### src/rtl/mux_arb_pkg.sv
// Shared constants, state encoding and helpers for the 4-way
// round-robin arbiter with its shared 4:1 data mux.
package mux_arb_pkg;

    localparam int NUM_REQ      = 4;
    localparam int SEL_W        = 2;
    localparam int HOLD_W       = 4;
    localparam int MAX_HOLD_DEF = 4;

    typedef enum logic {
        IDLE  = 1'b0,
        GRANT = 1'b1
    } arb_state_e;

    function automatic logic [NUM_REQ-1:0] onehot(
        input logic [SEL_W-1:0] idx
    );
        logic [NUM_REQ-1:0] v;
        v      = '0;
        v[idx] = 1'b1;
        return v;
    endfunction

endpackage

### src/rtl/rr_pick4.sv
// Rotating-priority picker: scans ptr, ptr+1, ptr+2, ptr+3 (mod 4)
// and returns the first request not masked out.
module rr_pick4
    import mux_arb_pkg::*;
(
    input  logic [NUM_REQ-1:0] req,
    input  logic [SEL_W-1:0]   ptr,
    input  logic [NUM_REQ-1:0] exclude_mask,
    output logic               found,
    output logic [SEL_W-1:0]   idx
);

    logic [NUM_REQ-1:0] elig;
    logic [SEL_W-1:0]   cand;

    assign elig = req & ~exclude_mask;

    always_comb begin
        found = 1'b0;
        idx   = '0;
        cand  = '0;
        for (int i = 0; i < NUM_REQ; i++) begin
            cand = ptr + SEL_W'(i);
            if (!found && elig[cand]) begin
                found = 1'b1;
                idx   = cand;
            end
        end
    end

endmodule

### src/rtl/mux4_rr_arbiter.sv
// Four-requester round-robin arbiter with bounded hold time; the
// granted requester's data bit is steered combinationally onto y.
module mux4_rr_arbiter
    import mux_arb_pkg::*;
#(
    parameter int unsigned MAX_HOLD = MAX_HOLD_DEF
) (
    input  logic               clk,
    input  logic               rst_n,
    input  logic [NUM_REQ-1:0] req,
    input  logic [NUM_REQ-1:0] din,
    output logic [NUM_REQ-1:0] gnt,
    output logic [SEL_W-1:0]   sel,
    output logic               y,
    output logic               busy
);

    localparam logic [HOLD_W-1:0] HOLD_MAX = HOLD_W'(MAX_HOLD);

    arb_state_e         state_q, state_d;
    logic [NUM_REQ-1:0] gnt_q, gnt_d;
    logic [SEL_W-1:0]   sel_q, sel_d;
    logic [SEL_W-1:0]   ptr_q, ptr_d;
    logic [HOLD_W-1:0]  hold_q, hold_d;

    logic [NUM_REQ-1:0] excl;
    logic               pick_found;
    logic [SEL_W-1:0]   pick_idx;
    logic               grant_new;

    // The current owner only competes when nobody holds the resource.
    assign excl = (state_q == GRANT) ? onehot(sel_q) : '0;

    rr_pick4 u_pick (
        .req          (req),
        .ptr          (ptr_q),
        .exclude_mask (excl),
        .found        (pick_found),
        .idx          (pick_idx)
    );

    always_comb begin
        state_d   = state_q;
        gnt_d     = gnt_q;
        sel_d     = sel_q;
        ptr_d     = ptr_q;
        hold_d    = hold_q;
        grant_new = 1'b0;

        unique case (state_q)
            IDLE: begin
                if (pick_found) begin
                    grant_new = 1'b1;
                end
            end
            GRANT: begin
                if (!req[sel_q]) begin
                    if (pick_found) begin
                        grant_new = 1'b1;
                    end else begin
                        state_d = IDLE;
                        gnt_d   = '0;
                        hold_d  = '0;
                    end
                end else if (hold_q < HOLD_MAX) begin
                    hold_d = hold_q + 1'b1;
                end else if (pick_found) begin
                    grant_new = 1'b1;
                end
            end
            default: begin
                state_d = IDLE;
                gnt_d   = '0;
                hold_d  = '0;
            end
        endcase

        if (grant_new) begin
            state_d = GRANT;
            gnt_d   = onehot(pick_idx);
            sel_d   = pick_idx;
            ptr_d   = pick_idx + 1'b1;
            hold_d  = HOLD_W'(1);
        end
    end

    always_ff @(posedge clk or negedge rst_n) begin
        if (!rst_n) begin
            state_q <= IDLE;
            gnt_q   <= '0;
            sel_q   <= '0;
            ptr_q   <= '0;
            hold_q  <= '0;
        end else begin
            state_q <= state_d;
            gnt_q   <= gnt_d;
            sel_q   <= sel_d;
            ptr_q   <= ptr_d;
            hold_q  <= hold_d;
        end
    end

    assign gnt  = gnt_q;
    assign sel  = sel_q;
    assign busy = (state_q == GRANT);
    assign y    = busy & din[sel_q];

endmodule
### config.mk
export PLATFORM = sky130hd
export DESIGN_NAME = mux4_rr_arbiter
export DESIGN_NICKNAME = d
export VERILOG_FILES = /design/src/rtl/mux_arb_pkg.sv /design/src/rtl/rr_pick4.sv /design/src/rtl/mux4_rr_arbiter.sv
export SDC_FILE = /design/constraint.sdc
export NUM_CORES = 1
export LEC_CHECK = 0
export BUFFER_PORTS_ARGS = -buffer_cell sky130_fd_sc_hd__clkbuf_2
export CAP_MARGIN = 20
export CORE_UTILIZATION = 53
export DETAILED_ROUTE_END_ITERATION = 8
export PLACE_DENSITY = 0.77
export SYNTH_ARGS = -nofsm -noshare
export SYNTH_HDL_FRONTEND = slang
export SYNTH_HIERARCHICAL = 1
export SYNTH_SLANG_ARGS = --single-unit
### constraint.sdc
create_clock -name clk -period 2.45 [get_ports clk]
set_input_delay 0 -clock clk [delete_from_list [all_inputs] [get_ports clk]]
set_output_delay 0 -clock clk [all_outputs]
set_load 0.02 [all_outputs]
==> metrics.txt <==
# TYPE chip_impl_metric gauge
chip_impl_info{name="run_status",value="finished, final reports clean"} 1
chip_impl_metric{name="postSynth.asyncResetShare",unit="%"} 100.0
chip_impl_metric{name="grt_first_pass_wirelength",unit="mm"} 3.111
chip_impl_info{name="hold_path.class",value="in -> async"} 1
chip_impl_metric{name="synth_cells",unit=""} 83
chip_impl_metric{name="skew_pair_late_insertion_delay",unit="ns"} 0.28
chip_impl_metric{name="slew_headroom",unit="%"} 71.33
chip_impl_metric{name="fp.dieArea",unit="um2"} 1854
chip_impl_metric{name="seq_total_area_yosys",unit="%"} 36.41
chip_impl_metric{name="cts_sinks",unit=""} 13
chip_impl_metric{name="post-route-drc-count",unit=""} 0
chip_impl_metric{name="syn-mean-instance-area",unit="um2"} 10.76
chip_impl_info{name="worst_path_dominant_cell_family",value="compound AO/OA/AOI/OAI gates"} 1
chip_impl_metric{name="worst_ir_drop_vdd",unit="V"} 0.0006762
chip_impl_metric{name="cap_violations",unit=""} 0
chip_impl_metric{name="fp.coreArea",unit="um2"} 1541
chip_impl_metric{name="final-max-slew-violation-count",unit=""} 0
chip_impl_metric{name="static-leakage-power",unit="nW"} 0.4728
chip_impl_metric{name="clock_tree.buffer_depth",unit=""} 2
chip_impl_info{name="yosysTopAreaCell",value="sky130_fd_sc_hd__dfrtp_1"} 1
chip_impl_info{name="timing.critical_path.mode_cell",value="sky130_fd_sc_hd__inv_1"} 1
chip_impl_metric{name="route.detailed.vias_per_inst",unit=""} 6.059
chip_impl_metric{name="i_o_buffers",unit=""} 17
chip_impl_metric{name="io_pins",unit=""} 18
chip_impl_info{name="commonest_non_fill_non_tap_cell_in_the_layout",value="sky130_fd_sc_hd__clkbuf_2"} 1
chip_impl_metric{name="critical_path_peak_fanout",unit=""} 6
chip_impl_info{name="grt_setup_unrepaired",value="no"} 1
chip_impl_metric{name="vias_in_the_first_global_route",unit=""} 695
chip_impl_metric{name="fin_crit",unit="ns"} 2.248
chip_impl_metric{name="diodes",unit=""} 0
chip_impl_metric{name="track_usage",unit="%"} 22.27
chip_impl_metric{name="clkSlewWorstSetupHoldPaths",unit="ns"} 0.08
chip_impl_metric{name="initial_standard_cell_utilization_of_the_core",unit="%"} 57.95
chip_impl_metric{name="tightest_slew",unit="ns"} 0.4291
chip_impl_metric{name="ys_warn_count",unit=""} 6
chip_impl_metric{name="crit_required",unit="ns"} 2.62
chip_impl_metric{name="hold_violations",unit=""} 0
chip_impl_metric{name="fmax",unit="GHz"} 0.4448
chip_impl_metric{name="final_min_period_over_clock_period",unit="%"} 91.76
chip_impl_info{name="synth.top_cells.by_area",value="sky130_fd_sc_hd__dfrtp_1, sky130_fd_sc_hd__ha_1, sky130_fd_sc_hd__mux2_2, sky130_fd_sc_hd__o2111a_1, sky130_fd_sc_hd__nand4b_1"} 1
chip_impl_metric{name="crit_buf_inv",unit=""} 2
chip_impl_info{name="reg2reg_to",value="ptr_q[1]"} 1
chip_impl_metric{name="final_antenna_net_count",unit=""} 0
chip_impl_info{name="timing.critical_path.to_type",value="flop"} 1
chip_impl_metric{name="clock_tree.htree_level_count",unit=""} 1
chip_impl_metric{name="fp.dieW",unit="um"} 43.06
chip_impl_info{name="cts_tree",value="yes"} 1
chip_impl_metric{name="proportion_of_layout_cells_with_a_drive_suffix_above_1",unit="%"} 36.89
chip_impl_metric{name="routed-via-count",unit=""} 721
chip_impl_metric{name="drtPass1Iterations",unit=""} 5
chip_impl_metric{name="nets",unit=""} 119
chip_impl_metric{name="synth.cell_area",unit="um2"} 893.4
chip_impl_metric{name="tritoncts.num_buffers",unit=""} 3
chip_impl_metric{name="flow.area_growth_from_synthesis",unit="%"} 14.15
chip_impl_metric{name="globalRoute.totalOverflow",unit=""} 0
chip_impl_metric{name="register_to_register_path_depth",unit=""} 8
chip_impl_metric{name="synth_seq_cells",unit=""} 13
chip_impl_metric{name="finalClockSkew",unit="ns"} 0.003165
chip_impl_info{name="clock-root-buffer",value="sky130_fd_sc_hd__clkbuf_4"} 1
chip_impl_metric{name="report.final.setup_viol",unit=""} 0
chip_impl_metric{name="synth.distinct_cells",unit=""} 33
chip_impl_info{name="crit_chain",value="inv_1 -> nor3_1 -> nand2b_1 -> o221ai_1 -> a21oi_1 -> inv_1 -> ha_1 -> mux2_2"} 1
chip_impl_metric{name="synth_nets",unit=""} 98
chip_impl_metric{name="gpl.final_weighted_congestion",unit=""} 0.7621
chip_impl_metric{name="antenna_violations_before_repair",unit=""} 0
chip_impl_metric{name="critPathMaxStageDelay",unit="ns"} 0.43
chip_impl_metric{name="power.density",unit="nW/um2"} 1369
chip_impl_metric{name="routed_wl",unit="mm"} 1.815
chip_impl_metric{name="post-synth-top-area-fraction",unit="%"} 36.41
chip_impl_metric{name="placed_wire_length_estimate_after_detailed_placement",unit="mm"} 1.401
chip_impl_metric{name="floorplan.rows",unit=""} 14
chip_impl_metric{name="synth_edf_count",unit=""} 0
chip_impl_metric{name="drtIter0Drc",unit=""} 17
chip_impl_metric{name="pre_cts_slack",unit="ns"} 0.2396
chip_impl_metric{name="worst-r2r-setup-slack",unit="ns"} 0.20
chip_impl_metric{name="routed_wire_length_per_instance",unit="um"} 15.25
chip_impl_metric{name="finalWorstSetupSlack",unit="ns"} 0.2019
chip_impl_metric{name="arrival",unit="ns"} 2.42
chip_impl_metric{name="setup-tns-final",unit="ns"} 0
chip_impl_info{name="dominantRegCellSynth",value="sky130_fd_sc_hd__dfrtp_1"} 1
chip_impl_metric{name="grt_max_degree",unit=""} 14
chip_impl_info{name="worst_r2r_startpoint",value="busy"} 1
chip_impl_info{name="layout_common_cells",value="sky130_fd_sc_hd__clkbuf_2, sky130_fd_sc_hd__dfrtp_1, sky130_fd_sc_hd__inv_1, sky130_fd_sc_hd__nand2_1"} 1
chip_impl_info{name="cp-start-kind",value="flop"} 1
chip_impl_info{name="path_class",value="reg -> reg"} 1
chip_impl_metric{name="floorplan.die.height",unit="um"} 43.06
chip_impl_info{name="cpMaxStageDelayCell",value="sky130_fd_sc_hd__dfrtp_1"} 1
[repair_timing]
action / CTS / global route
resized for setup: 0 / 1
setup buffers: 0 / 0
hold endpoints to repair: 13 / 0
hold buffers: 1 / 0
setup endpoints to repair: 0 / 4
[worst reg2reg max path: cells and delay by family (launching register included)]
kind                       cells  cell delay (ns)
buffers and inverters          2             0.26
DFF                            1             0.43
muxes                          1             0.26
AOI/OAI and AO/OA              2             0.46
and+or+nand+nor                2             0.43
adders and majority gates      1             0.30
[where the power goes]
part           internal [mW]  total [mW]  switching (mW)
Sequential             0.312       0.414           0.102
Combinational          0.402       0.848           0.446
Clock                 0.0631       0.134          0.0711
[layout make-up]
cell class	instances	area (um2)
multi-input cells	61	523.0
fillers	144	521.8
flip-flops and latches	13	325.3
repair buffers	19	102.6
clock buffers	4	26.28
inverters	6	22.52
well taps	16	20.02
[worst max path at each step]
stage	cells past startpoint	slack, ns	to	start
after floorplan	9	0.26	ptr_q[1]	busy
after global placement	7	0.23	sel[0]	sel[0]
after detailed placement	7	0.24	ptr_q[0]	sel[0]
after CTS	7	0.21	sel[0]	sel[0]
after global routing	8	0.04	ptr_q[1]	busy
final	8	0.20	ptr_q[1]	busy
[stage by stage]
| step | cell area, um2 | cells | total power, mW | utilization, % | hold slack [ns] |
|---|---|---|---|---|---|
| 6_report | 1020 | 119 | 1.396 | 66.15 | 0.1420 |
| 4_1_cts | 1016 | 119 | 1.400 | 65.91 | 0.1458 |
| 5_1_grt | 1020 | 119 | 1.504 | 66.15 | 0.1775 |
| 3_3_place_gp | 979.7 | 114 | 1.230 | 63.56 | -0.09339 |
| 2_1_floorplan | 893.4 | 83 | 1.078 | - | -0.2956 |
| 3_5_place_dp | 979.7 | 114 | 1.255 | 63.56 | -0.08983 |
[cell usage after synthesis (2+ instances only)]
master                     instances
sky130_fd_sc_hd__buf_6             2
sky130_fd_sc_hd__dfrtp_1          13
sky130_fd_sc_hd__o21bai_1          2
sky130_fd_sc_hd__nand4_1           2
sky130_fd_sc_hd__nand2_1           6
sky130_fd_sc_hd__inv_1             6
sky130_fd_sc_hd__mux2_2            4
sky130_fd_sc_hd__nor2_1            4
sky130_fd_sc_hd__a21oi_1           3
sky130_fd_sc_hd__o221ai_1          2
sky130_fd_sc_hd__nand4b_1          4
sky130_fd_sc_hd__nor3b_1           3
sky130_fd_sc_hd__ha_1              5
sky130_fd_sc_hd__or2_2             5
sky130_fd_sc_hd__o2111a_1          4
[cell families after synthesis]
family / Yosys count / synth area share [%]
multiplexers: 6 / 10.50
adder cells (fa/ha/maj): 5 / 7.003
AO/OA/AOI/OAI: 17 / 17.08
buffers and inverters: 9 / 5.461
AND/OR/NAND/NOR: 33 / 23.53
flip-flops: 13 / 36.41
[routing by layer]
layer / vias to the layer above / GRT usage, % / routed length [um]
met5: - / 0 / 0
met4: 0 / 5.455 / 12
met3: 2 / 3.830 / 53
met2: 14 / 38.18 / 895
met1: 349 / 29.16 / 854
li1: 356 / - / -
[registers in the layout (all words and copies together) (netlist names)]
| signal | cells |
|---|---|
| sel | 2 |
| ptr_q | 2 |
| gnt | 4 |
| hold_q | 4 |
| busy | 1 |
Power figures use the tool's default switching activity.
